`config.mk`:
```
export PLATFORM = sky130hd
export DESIGN_NAME = result_fifo
export DESIGN_NICKNAME = d
export VERILOG_FILES = /design/src/rtl/result_fifo_pkg.sv /design/src/rtl/hex_seg7.sv /design/src/rtl/result_fifo.sv
export SDC_FILE = /design/constraint.sdc
export NUM_CORES = 1
export LEC_CHECK = 0
export CAP_MARGIN = 10
export CORE_MARGIN = 2
export CORE_UTILIZATION = 40
export DETAILED_ROUTE_END_ITERATION = 6
export GPL_ROUTABILITY_DRIVEN = 1
export SLEW_MARGIN = 20
export SYNTH_ARGS = -nofsm -noshare
export SYNTH_HDL_FRONTEND = slang
export SYNTH_SLANG_ARGS = --single-unit
```
`constraint.sdc`:
```
create_clock -name clk -period 3.2 [get_ports clk]
set_input_delay 0.64 -clock clk [delete_from_list [all_inputs] [get_ports clk]]
set_output_delay 0.64 -clock clk [all_outputs]
set_load 0.01 [all_outputs]
```
`src/rtl/result_fifo_pkg.sv`:
```
// result_fifo_pkg
//   Shared constants for the CPU result FIFO: default geometry, the width of
//   a stored entry (result plus Z/N/V flags) and the active-low
//   seven-segment patterns used by the optional display decoder.
//   Segment bit order (6..0): middle, upper-left, lower-left, bottom,
//   lower-right, upper-right, top.
package result_fifo_pkg;

   localparam int DEPTH_DEF = 4;
   localparam int WIDTH_DEF = 16;
   localparam int FLAG_W    = 3;

   // Each entry holds {result, Z, N, V}.
   function automatic int entry_w(input int width);
      return width + FLAG_W;
   endfunction

   localparam logic [6:0] SEG_BLANK = 7'b1111111;

   localparam logic [6:0] SEG_PAT [16] = '{
      7'b1000000,  // 0
      7'b1111001,  // 1
      7'b0100100,  // 2
      7'b0110000,  // 3
      7'b0011001,  // 4
      7'b0010010,  // 5
      7'b0000010,  // 6
      7'b1111000,  // 7
      7'b0000000,  // 8
      7'b0010000,  // 9
      7'b0001000,  // A
      7'b0000011,  // b
      7'b1000110,  // C
      7'b0100001,  // d
      7'b0000110,  // E
      7'b0001110   // F
   };

endpackage

```
`src/rtl/hex_seg7.sv`:
```
// hex_seg7
//   One-digit hex to active-low seven-segment decoder.
//   Ports:
//     hex_i   [3:0]  nibble to display
//     blank_i        1 = all segments off
//     seg_o   [6:0]  active-low segment drive (middle..top)
module hex_seg7
   import result_fifo_pkg::*;
(
   input  logic [3:0] hex_i,
   input  logic       blank_i,
   output logic [6:0] seg_o
);

   assign seg_o = blank_i ? SEG_BLANK : SEG_PAT[hex_i];

endmodule

```
`src/rtl/result_fifo.sv`:
```
// result_fifo
//   Captures CPU results (register C plus Z/N/V) each time the CPU wait line
//   rises, and lets the user step through them oldest-first with a pop
//   button. Both w and pop are edge-detected, so a held level counts once.
//   Optional feature: define RESULT_FIFO_SEG_EN to add the seg output with
//   seven-segment codes for every nibble of data_out.
//   Ports:
//     clk, reset          clock, synchronous active-high reset
//     w                   CPU wait; 0->1 pushes {out_in, zin, nin, vin}
//     out_in [WIDTH-1:0]  CPU result
//     zin, nin, vin       CPU status flags
//     pop                 user step request (level)
//     data_out            oldest result (0 while empty)
//     flags_out [2:0]     {Z,N,V} of oldest entry (0 while empty)
//     count               occupancy
//     empty, full         occupancy status
//     overflow            sticky: a result was dropped while full
//     seg                 (RESULT_FIFO_SEG_EN only) active-low digit codes,
//                         digit k in seg[7k+6:7k] shows data_out[4k+3:4k]
module result_fifo
   import result_fifo_pkg::*;
#(
   parameter int DEPTH = DEPTH_DEF,
   parameter int WIDTH = WIDTH_DEF
)(
   input  logic                     clk,
   input  logic                     reset,
   input  logic                     w,
   input  logic [WIDTH-1:0]         out_in,
   input  logic                     zin,
   input  logic                     nin,
   input  logic                     vin,
   input  logic                     pop,
   output logic [WIDTH-1:0]         data_out,
   output logic [2:0]               flags_out,
   output logic [$clog2(DEPTH):0]   count,
   output logic                     empty,
   output logic                     full,
   output logic                     overflow
`ifdef RESULT_FIFO_SEG_EN
   ,
   output logic [7*(WIDTH/4)-1:0]   seg
`endif
);

   localparam int PTR_W   = $clog2(DEPTH);
   localparam int CNT_W   = PTR_W + 1;
   localparam int ENTRY_W = entry_w(WIDTH);
   localparam logic [CNT_W-1:0] FULL_CNT = CNT_W'(DEPTH);

   logic [ENTRY_W-1:0] mem_q [DEPTH];

   logic [PTR_W-1:0] head_q, head_d;
   logic [PTR_W-1:0] tail_q, tail_d;
   logic [CNT_W-1:0] count_q, count_d;
   logic             ovf_q, ovf_d;
   logic             w_q, pop_q;

   logic push_ev, pop_ev;
   logic do_push, do_pop;
   logic is_empty, is_full;
   logic [ENTRY_W-1:0] head_entry;

   assign push_ev  = w & ~w_q;
   assign pop_ev   = pop & ~pop_q;
   assign is_empty = (count_q == '0);
   assign is_full  = (count_q == FULL_CNT);

   // A pop in the same cycle frees the slot, so a push into a full FIFO
   // still succeeds; a pop on an empty FIFO is ignored even if a push lands.
   assign do_pop  = pop_ev & ~is_empty;
   assign do_push = push_ev & (~is_full | do_pop);

   always_comb begin
      head_d  = head_q;
      tail_d  = tail_q;
      count_d = count_q;
      ovf_d   = ovf_q;
      if (do_pop) begin
         head_d = head_q + PTR_W'(1);
      end
      if (do_push) begin
         tail_d = tail_q + PTR_W'(1);
      end
      count_d = count_q + CNT_W'(do_push) - CNT_W'(do_pop);
      if (push_ev && !do_push) begin
         ovf_d = 1'b1;
      end
   end

   // Edge detectors reset to 1 so a line already high at release is not an event.
   always_ff @(posedge clk) begin
      if (reset) begin
         head_q  <= '0;
         tail_q  <= '0;
         count_q <= '0;
         ovf_q   <= 1'b0;
         w_q     <= 1'b1;
         pop_q   <= 1'b1;
      end else begin
         head_q  <= head_d;
         tail_q  <= tail_d;
         count_q <= count_d;
         ovf_q   <= ovf_d;
         w_q     <= w;
         pop_q   <= pop;
      end
   end

   // Storage is not cleared by reset; occupancy alone defines validity.
   always_ff @(posedge clk) begin
      if (!reset && do_push) begin
         mem_q[tail_q] <= {out_in, zin, nin, vin};
      end
   end

   assign head_entry = mem_q[head_q];
   assign data_out   = is_empty ? '0 : head_entry[ENTRY_W-1:FLAG_W];
   assign flags_out  = is_empty ? 3'b000 : head_entry[FLAG_W-1:0];
   assign count      = count_q;
   assign empty      = is_empty;
   assign full       = is_full;
   assign overflow   = ovf_q;

`ifdef RESULT_FIFO_SEG_EN
   for (genvar k = 0; k < WIDTH/4; k++) begin : g_digit
      hex_seg7 u_hex_seg7 (
         .hex_i   (data_out[4*k +: 4]),
         .blank_i (is_empty),
         .seg_o   (seg[7*k +: 7])
      );
   end
`endif

endmodule
```
==> impl_metrics.csv <==
group,metric,value,unit
critical_path,critPathLaunchType,"flop",
layout,seqCellArea,2522,sq um
critical_path,slowest_delay,600,ps
floorplan,ioPinCount,48,
sta,rsz0062_at_grt,"false",
outcome,status,"finished clean",
layout,insertedDiodeCount,0,
drt,routed_via_density,5.036,
global_route,grt_max_degree,26,
power,power_leakage,1.426,nW
layout,multi_input_area,1033,sq um
sta,finalCritPeriodShare,90.60,%
yosys,syn_inst,187,
placement,io_buffers,47,
critical_path,end_kind,"output pin",
floorplan,die_area,9862,sq um
drt,vias,1798,
critical_path,critPathMaxFanout,19,
clock_network,cts.sinks,88,
yosys,synth_nets,216,
critical_path,slowest_stage,"mux4_1",
clock_network,clkTransAtPathRegs,80,ps
yosys,synthTopCellsByArea,"edfxtp_1 63%, dfxtp_1 6.6%, mux4_1 6.5%, mux4_2 6.2%, nor2b_4 3.8%",
sta,relSlewSlack,67.27,%
floorplan,initial_utilization,41.46,%
yosys,synthFlopType,"edfxtp_1",
drt,dr.pass1.iters,4,
sta,timing.fmax,344.9,MHz
clock_network,numCtsBuffers,9,
yosys,synth_top_cell_by_area,"edfxtp_1",
yosys,synth.distinct_cells,38,
floorplan,core-area,8763,sq um
sta,min_period,2899,ps
yosys,syn_avg_cell_area,19.43,sq um
global_route,grt_usage,13.00,%
drt,drc,0,
critical_path,arrival,2260,ps
sta,finalMaxSlewViolations,0,
yosys,ys_ff_latch,88,
power,p_per_area,492.2,nW/um^2
layout,fin_util,50.66,%
critical_path,cp.required,2560,ps
floorplan,die_w,99.31,um
placement,dp_hpwl,3.674,mm
clock_network,cts_root_buffer,"clkbuf_8",
global_route,grt_overflow_total,0,
yosys,netlist_area,3633,sq um
critical_path,crit_type,"flop to output pin",
yosys,yosys_warnings,0,
clock_network,post_cts_buffers,0,
clock_network,cts_buffer_depth,2,
drt,detail-route-antenna-nets,0,
layout,area_growth,22.18,%
sta,clock_skew,8.733,ps
yosys,synth_top_area_share,62.81,%
floorplan,die_y,99.31,um
sta,hold_ws,487.3,ps
drt,wl,5.933,mm
run,maxCapViolCount,0,
placement,gp_congestion,0.7786,
floorplan,rows,34,
clock_network,cts_resized,0,
clock_network,cts_tree,"done",
sta,hold_viol,0,
sta,setup_violations,0,
worst_hold_path,worstHoldPathType,"flop to flop",
yosys,ys_seq_area_share,69.42,%
global_route,antenna_found_initial,0,
clock_network,ctsHtreeMaxLevel,3,
critical_path,path_cells,"buf_4, mux4_1, nor2b_1, clkdlybuf4s50_1",
yosys,synth_common_cells,"76 x edfxtp_1, 13 x nor2b_1, 12 x dfxtp_1",
yosys,synth_edf_count,76,
layout,nets,273,
drt,wl_per_cell,16.62,um
power,peakVddDrop,338.1,uV
layout,fillers,735,
drt,drtIter0Drc,101,
yosys,ys_async_sr_fraction,0,%
clock_network,clock_latency,340,ps
clock_network,ctsHoldBuffers,0,
sta,tightest_slew,490.9,ps
sta,setup_tns,0,ps
layout,drive_gt1_share,18.88,%
global_route,grt_pass1_wl,9.611,mm
global_route,grt_pass1_vias,1829,
yosys,yosysMostFrequentCell,"edfxtp_1",
-- sequential cells by signal, summed over array words and instances, names as in the netlist, named ones only --
| signal | cells |
|---|---|
| tail_q | 2 |
| count | 3 |
| w_q | 1 |
| head_q | 2 |
| overflow | 1 |
| mem_q | 76 |
| pop_q | 1 |
-- worst max-delay path, delay by kind of cell (launching register included) --
kind,cells,cell delay (ps)
flops,1,310
mux,1,600
simple gates,1,170
buf+inv,2,830
-- through the flow --
step / setup WS [ps] / instances / instance area [sq um] / power [mW]
floorplan: 1021 / 187 / 3633 / 1.417
global placement: 528.1 / 341 / 4262 / 1.540
detailed placement: 475.5 / 341 / 4262 / 1.541
CTS: 246.7 / 357 / 4439 / 2.211
global route: 183.5 / 357 / 4439 / 2.289
finish: 300.7 / 357 / 4439 / 2.185
-- final cells by class --
cell class,instances,share of cell area [%]
inverters,4,0.3382
clock inverters,7,1.212
clock buffers,9,2.790
multi-input cells,86,23.28
flip-flops and latches,88,56.82
well taps,108,3.044
repair buffers,55,12.51
-- kinds of logic (layout without fill, tap and decap cells) --
family                     Yosys count  count (layout)  share of synthesized area [%]
adders and majority gates            6               6                          2.273
muxes                               19              19                          12.71
AOI/OAI and AO/OA                   12              12                          2.342
xor gates and xnor gates             3               3                         0.7233
DFF                                 88              88                          69.42
and+or+nand+nor                     46              46                          10.23
buffers and inverters               13              75                          2.307
-- layer usage --
metal  vias to the layer above  part of all wire, %  track usage (%)
met5                         -                    0                0
met4                         0                  1.0            5.374
met3                         8                  4.1            2.952
met2                        39                   52            22.30
met1                       901                   42            15.94
li1                        850                    -                -
-- report_power, final --
part           switching (mW)  internal, mW  total, mW
clock network           0.388         0.287      0.676
logic                   0.110         0.130      0.239
registers              0.0112          1.26       1.27
total                   0.509          1.68       2.19
-- cells in the final DEF, fill, tap and decap left out, types with 3 or more instances in the layout --
master	instances
dfxtp_1	12
and2_1	4
edfxtp_1	76
a21oi_1	3
ha_1	5
buf_4	6
inv_1	4
clkdlybuf4s50_1	47
nor2b_1	13
mux4_1	9
clkbuf_8	9
mux4_2	10
nor2_1	5
nor2b_4	10
-- worst paths after layout --
check | start | end | slack [ps] | cells after the start
worst max-delay path | flop | flags_out[2] | 300 | 4
worst min-delay path | overflow$_SDFFE_PP0P_ | overflow$_SDFFE_PP0P_ | 490 | 2
worst max register to register | count[1]$_SDFF_PP0_ | count[2]$_SDFF_PP0_ | 1170 | 8
worst min register to register | overflow$_SDFFE_PP0P_ | overflow$_SDFFE_PP0P_ | 490 | 2
Power figures use the tool's default switching activity.
